--- config.mk ---
export PLATFORM = sky130hd
export DESIGN_NAME = sum_splitter
export DESIGN_NICKNAME = d
export VERILOG_FILES = /design/src/rtl/sum_splitter.sv
export SDC_FILE = /design/constraint.sdc
export NUM_CORES = 1
export LEC_CHECK = 0
export ABC_AREA = 1
export CAP_MARGIN = 20
export CORE_MARGIN = 10
export CORE_UTILIZATION = 50
export CTS_CLUSTER_DIAMETER = 60
export DETAILED_ROUTE_END_ITERATION = 8
export GPL_TIMING_DRIVEN = 1
export PLACE_DENSITY = 0.76
export SLEW_MARGIN = 5
export SYNTH_ARGS = -nofsm -noshare
export SYNTH_HDL_FRONTEND = slang
export SYNTH_SLANG_ARGS = --single-unit
--- constraint.sdc ---
create_clock -name clk -period 6.6 [get_ports clk]
set_clock_uncertainty 0.2 [all_clocks]
set_input_delay 1.32 -clock clk [delete_from_list [all_inputs] [get_ports clk]]
set_output_delay 1.32 -clock clk [all_outputs]
set_load 0.02 [all_outputs]
--- src/rtl/sum_splitter.sv ---
// sum_splitter: splits one signed sum word into a stream of (a, b) operand
// pairs whose running total equals the word; valid/ready on both sides.
// Ports:
//   clk, rst (async, active high)
//   in_valid / in_ready / in_data[IN_WIDTH]            : sum word input
//   out_valid / out_ready / out_a, out_b[OP_WIDTH]     : operand pair output
//   out_last (final beat of word), out_beat[BEAT_WIDTH] (0-based beat index)
module sum_splitter #(
    parameter int IN_WIDTH   = 5,
    parameter int OP_WIDTH   = 2,
    parameter int BEAT_WIDTH = 4
) (
    input  logic                  clk,
    input  logic                  rst,
    input  logic                  in_valid,
    output logic                  in_ready,
    input  logic [IN_WIDTH-1:0]   in_data,
    output logic                  out_valid,
    input  logic                  out_ready,
    output logic [OP_WIDTH-1:0]   out_a,
    output logic [OP_WIDTH-1:0]   out_b,
    output logic                  out_last,
    output logic [BEAT_WIDTH-1:0] out_beat
);

    // One extra bit keeps r - a in range even for the most negative input.
    localparam int RW = IN_WIDTH + 1;

    localparam logic signed [RW-1:0] OPMAX = RW'((1 << (OP_WIDTH - 1)) - 1);
    localparam logic signed [RW-1:0] OPMIN = RW'(-(1 << (OP_WIDTH - 1)));

    typedef enum logic {
        IDLE,
        EMIT
    } state_t;

    state_t state, state_nxt;

    logic signed [RW-1:0]   r;
    logic [BEAT_WIDTH-1:0]  beat;

    logic signed [OP_WIDTH-1:0] a_op, b_op;
    logic signed [RW-1:0]       a_ext, b_ext, r_sub_a, rn;
    logic                       last;

    function automatic logic signed [OP_WIDTH-1:0] clamp(
        input logic signed [RW-1:0] v
    );
        if (v > OPMAX) begin
            return OPMAX[OP_WIDTH-1:0];
        end else if (v < OPMIN) begin
            return OPMIN[OP_WIDTH-1:0];
        end
        return v[OP_WIDTH-1:0];
    endfunction

    // Greedy split: take as much of the remainder as each operand can hold.
    always_comb begin
        a_op    = clamp(r);
        a_ext   = {{(RW - OP_WIDTH){a_op[OP_WIDTH-1]}}, a_op};
        r_sub_a = r - a_ext;
        b_op    = clamp(r_sub_a);
        b_ext   = {{(RW - OP_WIDTH){b_op[OP_WIDTH-1]}}, b_op};
        rn      = r_sub_a - b_ext;
        last    = (rn == '0);
    end

    // State register
    always_ff @(posedge clk or posedge rst) begin
        if (rst) begin
            state <= IDLE;
        end else begin
            state <= state_nxt;
        end
    end

    // Next-state logic
    always_comb begin
        state_nxt = state;
        unique case (state)
            IDLE: if (in_valid) state_nxt = EMIT;
            EMIT: if (out_ready && last) state_nxt = IDLE;
            default: state_nxt = IDLE;
        endcase
    end

    // Remainder and beat index only move on an accepted word or a
    // transferred non-final beat, so a stalled beat stays stable.
    always_ff @(posedge clk or posedge rst) begin
        if (rst) begin
            r    <= '0;
            beat <= '0;
        end else if (state == IDLE && in_valid) begin
            r    <= {in_data[IN_WIDTH-1], in_data};
            beat <= '0;
        end else if (state == EMIT && out_ready && !last) begin
            r    <= rn;
            beat <= beat + 1'b1;
        end
    end

    // Output logic
    always_comb begin
        in_ready  = 1'b0;
        out_valid = 1'b0;
        out_a     = '0;
        out_b     = '0;
        out_last  = 1'b0;
        out_beat  = beat;
        unique case (state)
            IDLE: begin
                // Not ready while reset is held.
                in_ready = !rst;
            end
            EMIT: begin
                out_valid = 1'b1;
                out_a     = a_op;
                out_b     = b_op;
                out_last  = last;
            end
            default: begin
                in_ready = 1'b0;
            end
        endcase
    end

endmodule

==> key figures, run 1 <==
Route
  • Routed length per placed instance: 13.0 um
  • Number of optimization iterations in the first detailed-route pass: 4
  • Number of DRC violations after detailed routing: 0
  • Vias per inst: 5.22
  • First DRT Iteration DRCs: 69
  • Detail Route Antenna Nets: 0
  • Total length of routed wires: 2.61 mm
  • Overall via count from detail_route: 1050

Global routing
  • Global routing met2 resource utilization: 20.9%
  • Maximum number of pins on one net before global-route repair: 16
  • Total congestion overflow: 0
  • Initial antenna violation count: 0
  • Met1 layer usage reported by global route: 14.8%
  • Overall global routing resource usage: 12.5%
  • Met3 usage in global routing: 3.14%
  • Most Crowded Layer GR: met2
  • First-pass GRT wire length: 4.51 mm
  • Via count of the first global-routing pass: 1025

Clocking
  • CTS hold repair buffers: 0
  • Clock transition at path regs: 0.07 ns
  • Clock tree from TritonCTS: yes
  • Total CTS buffers: 3
  • Post-cts sizing count: 0
  • Post-CTS Setup Repair Bufs: 0
  • Sink count of the clock tree: 11
  • Clock insertion delay at the later pin of the skew report: 0.27 ns
  • Root Buffer Master: sky130_fd_sc_hd__clkbuf_4
  • Number of H-tree levels: 1
  • Buffers from clock root to sink, at most: 2

Yosys
  • Register area share after synthesis: 24.4%
  • Number of distinct library cells after synthesis: 30
  • Net count of the mapped netlist: 171
  • Count of mapped cells out of synthesis: 152
  • Warning count from the yosys run: 0
  • Top FF cell, synth: sky130_fd_sc_hd__dfrtp_1
  • Post-synthesis instance area: 1130 um^2
  • Post-synth EDFFs: 0
  • Fraction of synthesis flops using an asynchronous set or reset pin: 100%
  • Flip-flop and latch count after synthesis: 11
  • Post-synthesis area per instance: 7.42 um^2

Layout
  • Diode insertion count for antenna repair: 0
  • Commonest non-fill, non-tap cell in the layout: sky130_fd_sc_hd__nand2_1
  • Fraction of layout instances using a drive strength above 1: 15.0%
  • Final net count: 193
  • Most used cells in the layout excluding fill and tap cells: sky130_fd_sc_hd__nand2_1 (40), sky130_fd_sc_hd__clkdlybuf4s50_1 (19), sky130_fd_sc_hd__inv_1 (17)
  • Relative area change from synthesis to final layout: 20.1%

Setup path
  • Setup CP Type: reg -> out
  • Largest fanout of any net on the critical path: 7
  • Arrival @ worst endpoint: 4.33 ns
  • Startpoint type of the worst setup path: flip-flop
  • Endpoint required time on the critical path: 5.08 ns
  • Element type at the critical path end: output pin

Floorplanning
  • Die span in x: 67.5 um
  • Area of the die: 4560 um^2
  • Starting density of the core: 51.5%
  • Area of the core: 2190 um^2
  • Y dimension of the die: 67.5 um
  • Std-Cell Rows: 17
  • Top Ports: 20

Placement
  • I/O Buffers: 19
  • Final weighted congestion of routability-driven global placement: 0.826
  • Total half-perimeter wirelength after legalization and detailed placement: 2.14 mm

STA
  • Final hold violation count: 0
  • Final-report setup violation count: 0
  • Maximum clock rate: 171 MHz
  • Slew at the pin closest to its max-slew limit: 0.612 ns
  • Setup repair after global routing missed its margin: no
  • Relative slew margins: 59.1%
  • Final critical-path share of the clock period: 88.6%
  • Time the final worst path needs with I/O delays and setup: 5.85 ns
  • Final TNS setup: 0 ns
  • Final max-slew violation count: 0

Min path
  • Class of the most critical hold timing path: reg -> reg

Run status
  • Status: complete, no violations

Job
  • Maximum capacitance violations: 0
## worst max-delay path, cell delays in order, from the launching register on
cell and delay [ns]:
sky130_fd_sc_hd__dfrtp_1 0.45, sky130_fd_sc_hd__o41ai_1 0.39, sky130_fd_sc_hd__a21oi_1 0.15, sky130_fd_sc_hd__ha_1 0.20
sky130_fd_sc_hd__inv_1 0.09, sky130_fd_sc_hd__ha_1 0.14, sky130_fd_sc_hd__inv_1 0.05, sky130_fd_sc_hd__nand2_2 0.08
sky130_fd_sc_hd__nand3_2 0.08, sky130_fd_sc_hd__nand2_1 0.06, sky130_fd_sc_hd__nand2_1 0.07, sky130_fd_sc_hd__nand2_1 0.13
sky130_fd_sc_hd__nand2_4 0.07, sky130_fd_sc_hd__nand3b_1 0.11, sky130_fd_sc_hd__nand2_1 0.07, sky130_fd_sc_hd__ha_1 0.20
sky130_fd_sc_hd__fa_1 0.40, sky130_fd_sc_hd__xnor2_1 0.14, sky130_fd_sc_hd__inv_1 0.07, sky130_fd_sc_hd__nand4_1 0.15
sky130_fd_sc_hd__nor2_4 0.16, sky130_fd_sc_hd__nand2_4 0.09, sky130_fd_sc_hd__nor2_1 0.11, sky130_fd_sc_hd__clkdlybuf4s50_1 0.61
## routing by layer
| metal | part of all wire (%) | wire length, um |
|---|---|---|
| met1 | 45 | 1180 |
| met2 | 49 | 1270 |
| met4 | 1.1 | 30 |
| met3 | 4.9 | 129 |
| met5 | 0 | 0 |
## synth_stat cells (all sizes together), types with 2 or more instances
cell    number  area (um^2)
a21oi        4         20.0
buf          2         25.0
dfrtp       11          275
ha           9          113
inv         20         75.1
nand2       49          221
nand3       18          135
nand3b       2         15.0
nand4        5         31.3
nor2         8         40.0
o21ai        8         40.0
xnor2        4         35.0
xor2         3         26.3
## final timing paths
kind / start / end / slack [ns] / cells after the start
setup / recovery: r[1] / out_last / 0.75 / 23
hold / removal: r[0] / r[0] / 0.35 / 2
setup reg to reg: r[1] / r[4] / 2.47 / 25
hold reg to reg: r[0] / r[0] / 0.35 / 2
max in group asynchronous: rst / out_beat[1] / 4.74 / 2
min in group asynchronous: rst / state / 1.17 / 2
## area by class of cell
type	instances	area (um^2)
clock buffer	4	26.3
timing repair buffer	19	190
tap	28	35.0
fill	185	836
inverter	21	78.8
sequential	11	275
multi-input combinational	118	749
## stage by stage
| step | util [%] | std cells | cell area, um^2 | hold slack, ns | setup slack [ns] |
|---|---|---|---|---|---|
| floorplan | - | 152 | 1130 | 0.284 | 1.77 |
| global placement | 60.7 | 197 | 1330 | 0.331 | 1.20 |
| detailed placement | 60.7 | 197 | 1330 | 0.326 | 1.05 |
| CTS | 61.9 | 201 | 1360 | 0.358 | 0.751 |
| global route | 61.9 | 201 | 1360 | 0.384 | 0.404 |
| finish | 61.9 | 201 | 1360 | 0.353 | 0.752 |
## registers in the layout (all words and copies together), names as in the netlist
name and count:
out_beat 4, r 6, state 1
## cells by family after synthesis
family / Yosys count / synth area share (%)
compound gates: 18 / 9.42
xor+xnor: 7 / 5.43
fa+ha+maj: 10 / 11.8
buf+inv: 23 / 9.20
flops: 11 / 24.4
simple gates: 83 / 39.8
Power of run 1 is not shown: default switching activity piles up to over one toggle a cycle in this logic, so the estimate is an artifact.
==> run 2: changes to the inputs <==
Settings changed: CTS_CLUSTER_DIAMETER 60 to 150, HOLD_SLACK_MARGIN set to 0.1.
==> results of run 2 <==
No change in the layout: final DEF, timing and power equal those of run 1.
Power of run 2 is left out for the same reason.
